File: config.mk
export PLATFORM = sky130hd
export DESIGN_NAME = user_io_spi_master
export DESIGN_NICKNAME = d
export VERILOG_FILES = /design/src/rtl/user_io_spi_master.sv
export SDC_FILE = /design/constraint.sdc
export NUM_CORES = 1
export LEC_CHECK = 0
export ABC_AREA = 1
export CORE_MARGIN = 3
export CORE_UTILIZATION = 35
export DETAILED_ROUTE_END_ITERATION = 16
export PLACE_DENSITY = 0.63
export SYNTH_ARGS = -nofsm -noshare
export SYNTH_HDL_FRONTEND = slang
export SYNTH_SLANG_ARGS = --single-unit
export TNS_END_PERCENT = 1
File: constraint.sdc
create_clock -name clk_sys -period 12.6 [get_ports clk_sys]
set_clock_uncertainty 0.1 [all_clocks]
set_input_delay 2.52 -clock clk_sys [delete_from_list [all_inputs] [get_ports clk_sys]]
set_output_delay 2.52 -clock clk_sys [all_outputs]
set_load 0.005 [all_outputs]
File: src/rtl/user_io_spi_master.sv
// Host-side SPI master for the user_io command link: one command byte plus 0-4 payload
// bytes per SS_IO frame, MSB first, SPI mode 0. MISO payload bits are returned left-justified.
module user_io_spi_master #(
    parameter int CLK_DIV  = 4,
    parameter int CS_SETUP = 2,
    parameter int CS_HOLD  = 2,
    parameter int CS_GAP   = 4
) (
    input  logic        clk_sys,
    input  logic        reset,
    input  logic        cmd_valid,
    output logic        cmd_ready,
    input  logic [7:0]  cmd_code,
    input  logic [2:0]  cmd_len,
    input  logic [31:0] cmd_data,
    output logic        rsp_valid,
    output logic [31:0] rsp_data,
    output logic        busy,
    output logic        SPI_SCK,
    output logic        SPI_SS_IO,
    output logic        SPI_MOSI,
    input  logic        SPI_MISO
);

    typedef enum logic [2:0] {
        S_IDLE,
        S_SETUP,
        S_SHIFT,
        S_HOLD,
        S_GAP
    } state_t;

    localparam int CW = 16;
    localparam logic [CW-1:0] DIV_LAST   = CW'(CLK_DIV - 1);
    localparam logic [CW-1:0] SETUP_LAST = CW'(CS_SETUP - 1);
    localparam logic [CW-1:0] HOLD_LAST  = CW'(CS_HOLD - 1);
    localparam logic [CW-1:0] GAP_LAST   = CW'(CS_GAP - 1);

    state_t         state_q, state_d;
    logic [CW-1:0]  cnt_q, cnt_d;
    logic [5:0]     bit_q, bit_d;
    logic [5:0]     nbits_q, nbits_d;
    logic [2:0]     plen_q, plen_d;
    logic [39:0]    tx_q, tx_d;
    logic [31:0]    rx_q, rx_d;
    logic           sck_q, sck_d;
    logic           ss_q, ss_d;
    logic           mosi_q, mosi_d;
    logic           ready_q, ready_d;
    logic           busy_q, busy_d;
    logic           rsp_valid_q, rsp_valid_d;
    logic [31:0]    rsp_data_q, rsp_data_d;
    logic [2:0]     len_clamped;

    assign len_clamped = (cmd_len > 3'd4) ? 3'd4 : cmd_len;

    always_comb begin
        state_d     = state_q;
        cnt_d       = cnt_q;
        bit_d       = bit_q;
        nbits_d     = nbits_q;
        plen_d      = plen_q;
        tx_d        = tx_q;
        rx_d        = rx_q;
        sck_d       = sck_q;
        ss_d        = ss_q;
        mosi_d      = mosi_q;
        rsp_valid_d = 1'b0;
        rsp_data_d  = rsp_data_q;

        case (state_q)
            S_IDLE: begin
                ss_d  = 1'b1;
                sck_d = 1'b0;
                if (cmd_valid && ready_q) begin
                    state_d = S_SETUP;
                    ss_d    = 1'b0;
                    mosi_d  = cmd_code[7];
                    tx_d    = {cmd_code, cmd_data};
                    plen_d  = len_clamped;
                    nbits_d = {len_clamped, 3'b000} + 6'd8;
                    bit_d   = 6'd0;
                    cnt_d   = '0;
                    rx_d    = '0;
                end
            end
            S_SETUP: begin
                if (cnt_q == SETUP_LAST) begin
                    state_d = S_SHIFT;
                    cnt_d   = '0;
                end else begin
                    cnt_d = cnt_q + 1'b1;
                end
            end
            S_SHIFT: begin
                if (cnt_q != DIV_LAST) begin
                    cnt_d = cnt_q + 1'b1;
                end else if (!sck_q) begin
                    // Rising edge: the command byte's MISO bits are not kept.
                    sck_d = 1'b1;
                    cnt_d = '0;
                    if (bit_q >= 6'd8)
                        rx_d = {rx_q[30:0], SPI_MISO};
                end else begin
                    sck_d = 1'b0;
                    cnt_d = '0;
                    if (bit_q == nbits_q - 6'd1) begin
                        state_d = S_HOLD;
                        mosi_d  = 1'b0;
                    end else begin
                        bit_d  = bit_q + 6'd1;
                        mosi_d = tx_q[38];
                        tx_d   = {tx_q[38:0], 1'b0};
                    end
                end
            end
            S_HOLD: begin
                if (cnt_q == HOLD_LAST) begin
                    state_d     = S_GAP;
                    cnt_d       = '0;
                    ss_d        = 1'b1;
                    rsp_valid_d = 1'b1;
                    // Payload arrived in the low bytes; move it to the top, zero-filled.
                    rsp_data_d  = rx_q << (6'd32 - {plen_q, 3'b000});
                end else begin
                    cnt_d = cnt_q + 1'b1;
                end
            end
            S_GAP: begin
                if (cnt_q == GAP_LAST) begin
                    state_d = S_IDLE;
                    cnt_d   = '0;
                end else begin
                    cnt_d = cnt_q + 1'b1;
                end
            end
            default: begin
                state_d = S_IDLE;
                ss_d    = 1'b1;
                sck_d   = 1'b0;
                mosi_d  = 1'b0;
                cnt_d   = '0;
            end
        endcase

        ready_d = (state_d == S_IDLE);
        busy_d  = (state_d != S_IDLE);
    end

    always_ff @(posedge clk_sys or posedge reset) begin
        if (reset) begin
            state_q     <= S_IDLE;
            cnt_q       <= '0;
            bit_q       <= '0;
            nbits_q     <= '0;
            plen_q      <= '0;
            tx_q        <= '0;
            rx_q        <= '0;
            sck_q       <= 1'b0;
            ss_q        <= 1'b1;
            mosi_q      <= 1'b0;
            ready_q     <= 1'b0;
            busy_q      <= 1'b0;
            rsp_valid_q <= 1'b0;
            rsp_data_q  <= '0;
        end else begin
            state_q     <= state_d;
            cnt_q       <= cnt_d;
            bit_q       <= bit_d;
            nbits_q     <= nbits_d;
            plen_q      <= plen_d;
            tx_q        <= tx_d;
            rx_q        <= rx_d;
            sck_q       <= sck_d;
            ss_q        <= ss_d;
            mosi_q      <= mosi_d;
            ready_q     <= ready_d;
            busy_q      <= busy_d;
            rsp_valid_q <= rsp_valid_d;
            rsp_data_q  <= rsp_data_d;
        end
    end

    assign cmd_ready = ready_q;
    assign busy      = busy_q;
    assign rsp_valid = rsp_valid_q;
    assign rsp_data  = rsp_data_q;
    assign SPI_SCK   = sck_q;
    assign SPI_SS_IO = ss_q;
    assign SPI_MOSI  = mosi_q;

endmodule

==> flow_summary.yaml, run 1 <==
status:
  status: "completed"
power_and_ir_drop:
  peakVddDrop_mv: 0.0979
  finalPower_mw: 0.966
  power.leakage_nw: 4.15
  power.density_mw_per_mm2: 108
drt:
  via_per_inst: 4.75
  met2WireLength_um: 7830
  drtIter0Drc: 479
  drc: 0
  ant_nets: 0
  dr.pass1.iters: 7
  drt-met1-wl_um: 8110
  wl_met3_um: 908
  vias: 6314
  wl_um: 17100
  detail_route.wl_per_cell_um: 12.8
  routed.top_layer: "met4"
yosys:
  ys_seq_elements: 140
  synth.most_common_cell: "nand2_1"
  synthesis.area_mm2: 0.00741
  ys_types: 35
  yosysTopAreaCell: "dfrtp_1"
  synth_edf_count: 0
  synth_common_cells: "nand2_1 (377), dfrtp_1 (139), inv_1 (90)"
  yosys.area.top_type_share_pct: 47.0
  ys.warnings.count: 0
  syn_avg_cell_area_um2: 7.47
  ys_seq_area_share_pct: 47.3
  synth-async-reset-ratio_pct: 100
  synth_ff_type: "dfrtp_1"
  syn_nets: 1045
  synthCells: 991
  synthTopCellsByArea: "dfrtp_1 (47%), nand2_1 (19%), o21ai_0 (5.2%)"
clocking:
  postCtsHoldBufs: 0
  cts_buffers: 17
  cts_tree: "yes"
  cts_resized: 0
  root_buffer: "clkbuf_16"
  clkLatencyLatePin_ps: 430
  cts_setup_buffers: 0
  htree_levels: 4
  path_clk_slew_ps: 70
  clock_sinks: 140
  cts_buffer_depth: 2
setup_path:
  rr_startpoint: "plen_q[0]"
  rr_worst_depth: 7
  reg2reg_slack_ps: 9530
  timing_worst_setup_path_type: "input port to flip-flop"
  start_kind: "input port"
  cp_max_fo: 64
  worstReg2RegEnd: "rsp_data[22]"
  critical_path_arrival_ps: 4870
  crit_required_ps: 12820
  worstSetupEndpointType: "flip-flop"
place:
  port_buffers: 84
  place_congestion: 0.856
  dpl.hpwl_um: 10900
sta:
  final_hold_viol_count: 0
  tightest_slew_ps: 1160
  fin_tns_setup_ps: 0
  max_freq_mhz: 215
  slew_headroom_pct: 22.7
  finalCriticalPeriod_ps: 4650
  rsz0062_at_grt: "false"
  fin_crit_sh_pct: 36.9
  final-setup-viol-count: 0
  finalMaxSlewViolations: 0
die:
  die_x_um: 151
  io_pins: 85
  rows: 52
  core_area_mm2: 0.0205
  start_util_pct: 36.1
  die_h_um: 151
  die_area_mm2: 0.0229
grt:
  grt_pass1_wl_um: 29200
  antenna_found_initial: 0
  grt_use_total_pct: 15.7
  first_global_vias: 6010
  grt_max_degree: 85
  overflow: 0
cells_and_area:
  area_growth_pct: 20.5
  diodes: 0
  fin_nets: 1099
  drive_gt1_share_pct: 5.20
  utilization_pct: 43.6
job:
  cap_violations: 0
hold_path:
  hold_end: "rsp_data[10]"
  min-delay-start: "rsp_data[10]"
  whs_path_depth: 2
  hold_class: "flip-flop to flip-flop"
## placed cells by master (no fill, tap or decap), types with 4 or more instances in the layout
master	netlist	layout
clkbuf_16	0	17
nand2_1	377	377
o21ai_1	35	35
o31ai_1	8	8
nand3_1	48	47
dfrtp_1	139	139
inv_6	0	5
xor2_1	8	8
clkdlybuf4s50_1	0	84
a21oi_1	13	13
nor2_1	54	54
nor3_1	7	7
inv_1	90	89
inv_8	0	4
ha_1	7	7
o21ai_0	77	77
o21bai_1	45	45
buf_4	5	5
## layout make-up
cell class                 count  area (um2)
timing repair buffer          89         878
sequential                   140        3500
multi-input combinational    704        3280
tap                          270         338
inverter                      93         354
clock buffer                  18         439
fill                        2111       11600
clock inverter                14         129
## registers in the layout (all words and copies together) (netlist names)
register	count
cmd_ready	1
busy	1
rx_q	32
cnt_q	16
nbits_q	3
bit_q	6
SPI_SS_IO	1
SPI_SCK	1
rsp_data	32
state_q	3
tx_q	39
rsp_valid	1
plen_q	3
SPI_MOSI	1
## per-stage QoR
step	hold WS [ps]	instances	worst slack (ps)	instance area [um2]
global placement	366	1296	7650	8360
detailed placement	375	1296	7540	8360
floorplan	359	991	6230	7410
global route	405	1328	7700	8930
CTS	389	1328	7990	8930
finish	384	1328	7950	8930
## metal layers
| metal | vias up | global-route usage (%) |
|---|---|---|
| met3 | 20 | 3.96 |
| met2 | 155 | 25.0 |
| li1 | 3244 | - |
| met1 | 2895 | 21.4 |
| met4 | 0 | 4.53 |
| met5 | - | 0 |
## how the worst max path moves through the flow
stage	from	to	slack, ps	cells after the start
6_report	cmd_valid	rx_q[21]	7950	8
4_1_cts	cmd_valid	rx_q[28]	7990	8
3_3_place_gp	cmd_valid	rx_q[1]	7650	8
2_1_floorplan	reset	SPI_MOSI	6230	1
3_5_place_dp	cmd_valid	rx_q[28]	7540	8
5_1_grt	cmd_valid	rx_q[0]	7700	8
## critical path, stage by stage
cell and delay (ps):
clkdlybuf4s50_1 400, nand2_1 110, inv_1 50, nor2_1 620, a21oi_2 50, nand3_2 840, nand2_1 130, o21ai_1 120
## report_power, final
part	internal, mW	switching, mW	total (mW)
Combinational	0.0156	0.0149	0.0305
Sequential	0.449	0	0.449
Clock	0.265	0.220	0.486
## cells by family after synthesis
group | Yosys count | share of synthesized area, %
simple gates | 500 | 27.2
fa+ha+maj | 7 | 1.18
xor+xnor | 10 | 1.18
compound gates | 187 | 14.7
flops | 140 | 47.3
buf+inv | 147 | 8.43
No activity file was read; power rests on OpenSTA's default activity.
==> inputs of run 2 (changes only) <==
==> constraint.sdc (replaced) <==
create_clock -name clk_sys -period 4.9 [get_ports clk_sys]
set_clock_uncertainty 0.1 [all_clocks]
set_input_delay 0.98 -clock clk_sys [delete_from_list [all_inputs] [get_ports clk_sys]]
set_output_delay 0.98 -clock clk_sys [all_outputs]
set_load 0.005 [all_outputs]
==> flow_summary.yaml, run 2 (synthesis results as in run 1) <==
die:
  core_area_mm2: 0.0205
  start_util_pct: 36.1
  die_h_um: 151
  die_area_mm2: 0.0229
  die_x_um: 151
  rows: 52
  io_pins: 85
drt:
  detail_route.wl_per_cell_um: 12.8
  wl_um: 17000
  vias: 6354
  drc: 0
  via_per_inst: 4.77
  ant_nets: 0
  dr.pass1.iters: 6
  drtIter0Drc: 383
power_and_ir_drop:
  power.density_mw_per_mm2: 278
  power.leakage_nw: 4.16
  peakVddDrop_mv: 0.241
sta:
  max_freq_mhz: 341
  tightest_slew_ps: 835
  finalMaxSlewViolations: 0
  fin_tns_setup_ps: 0
  rsz0062_at_grt: "false"
  slew_headroom_pct: 44.1
  final_hold_viol_count: 0
  final-setup-viol-count: 0
  finalCriticalPeriod_ps: 2930
  fin_crit_sh_pct: 59.8
setup_path:
  timing_worst_setup_path_type: "input port to flip-flop"
  start_kind: "input port"
  crit_required_ps: 5140
  rr_worst_depth: 8
  cp_max_fo: 47
  path_cells: "clkdlybuf4s50_1 > nand2_1 > inv_1 > nor2_1 > a21oi_2 > nand3_2 > buf_4 > nand2_1 > o21ai_1"
  cpPeakStageDelay_ps: 610
  critPathSlowestCell: "nor2_1"
  worstSetupEndpointType: "flip-flop"
  critical_path_arrival_ps: 3170
  crit_top_cell: "nand2_1"
clocking:
  path_clk_slew_ps: 60
  cts_setup_buffers: 0
  cts_resized: 0
  postCtsHoldBufs: 0
  cts_buffer_depth: 2
  root_buffer: "clkbuf_16"
  cts_buffers: 17
  clkLatencyLatePin_ps: 420
  cts_tree: "yes"
  htree_levels: 4
  clock_sinks: 140
cells_and_area:
  largest_reg_flops: 39
  fin_nets: 1102
  final_cell_mix: "nand2_1 (377), dfrtp_1 (139), inv_1 (89)"
  area_growth_pct: 20.9
  nFillCells: 2080
  drive_gt1_share_pct: 5.37
  layout_commonest_cell: "nand2_1"
  design_area_mm2: 0.00896
  top_register: "tx_q"
  diodes: 0
grt:
  grt_pass1_wl_um: 28800
  antenna_found_initial: 0
  first_global_vias: 5873
  grt_use_total_pct: 15.5
  overflow: 0
  grt_max_degree: 92
place:
  place_area_mm2: 0.00838
  port_buffers: 84
  dpl.hpwl_um: 11100
  place_congestion: 0.810
status:
  status: "completed"
hold_path:
  whs_path_depth: 2
  hold_class: "flip-flop to flip-flop"
job:
  cap_violations: 0
run 2: cell count changes in the layout (fill, tap and decap cells not counted), sizes merged:
cell / previous run / this run
buf: 5 / 8
inv: 101 / 98
bufinv: 0 / 1
clkbuf: 18 / 19
clkinvlp: 3 / 4
run 2: power by group:
group | total [mW] | leakage [nW] | internal, mW | switching, mW
sequential | 1.16 | 1.65 | 1.16 | 0
clock | 1.25 | 0.269 | 0.723 | 0.531
combinational | 0.0790 | 2.25 | 0.0406 | 0.0384
run 2: routing by layer:
layer	part of all wire [%]	track usage (%)
met2	47	24.4
met3	4.3	3.30
met1	48	21.7
met5	0	0
met4	1.1	4.49
run 2: layout make-up:
type                            instances  area (um2)  share of cell area [%]
Clock buffer                           19         443                    4.95
Clock inverter                         13         133                    1.48
Inverter                               93         354                    3.95
Multi-Input combinational cell        704        3280                    36.7
Sequential cell                       140        3500                    39.1
Tap cell                              270         338                    3.77
Timing Repair Buffer                   92         901                    10.1
run 2: worst max-delay path: cells and delay by family:
family                 cells  cell delay [ps]
and+or+nand+nor            4             1120
buffers and inverters      3              890
AOI/OAI and AO/OA          2              160
run 2: metrics by stage:
stage / setup WS, ps / instances / hold WS, ps / power, mW / utilization (%)
6_report: 1970 / 1331 / 384 / 2.49 / 43.7
5_1_grt: 1690 / 1331 / 403 / 2.59 / 43.7
4_1_cts: 1950 / 1331 / 391 / 2.52 / 43.7
3_5_place_dp: 1530 / 1299 / 374 / 1.26 / 40.9
3_3_place_gp: 1530 / 1299 / 370 / 1.26 / 40.9
2_1_floorplan: 68.8 / 991 / 359 / 1.21 / -
run 2: worst paths after layout:
kind                                endpoint  slack [ps]    startpoint
worst min register to register  rsp_data[12]         380  rsp_data[12]
min in group asynchronous          plen_q[2]        1020         reset
worst max-delay path                rx_q[27]        1970     cmd_valid
worst max register to register      tx_q[10]        2270    state_q[2]
worst min-delay path            rsp_data[12]         380  rsp_data[12]
max in group asynchronous          SPI_SS_IO        2800         reset
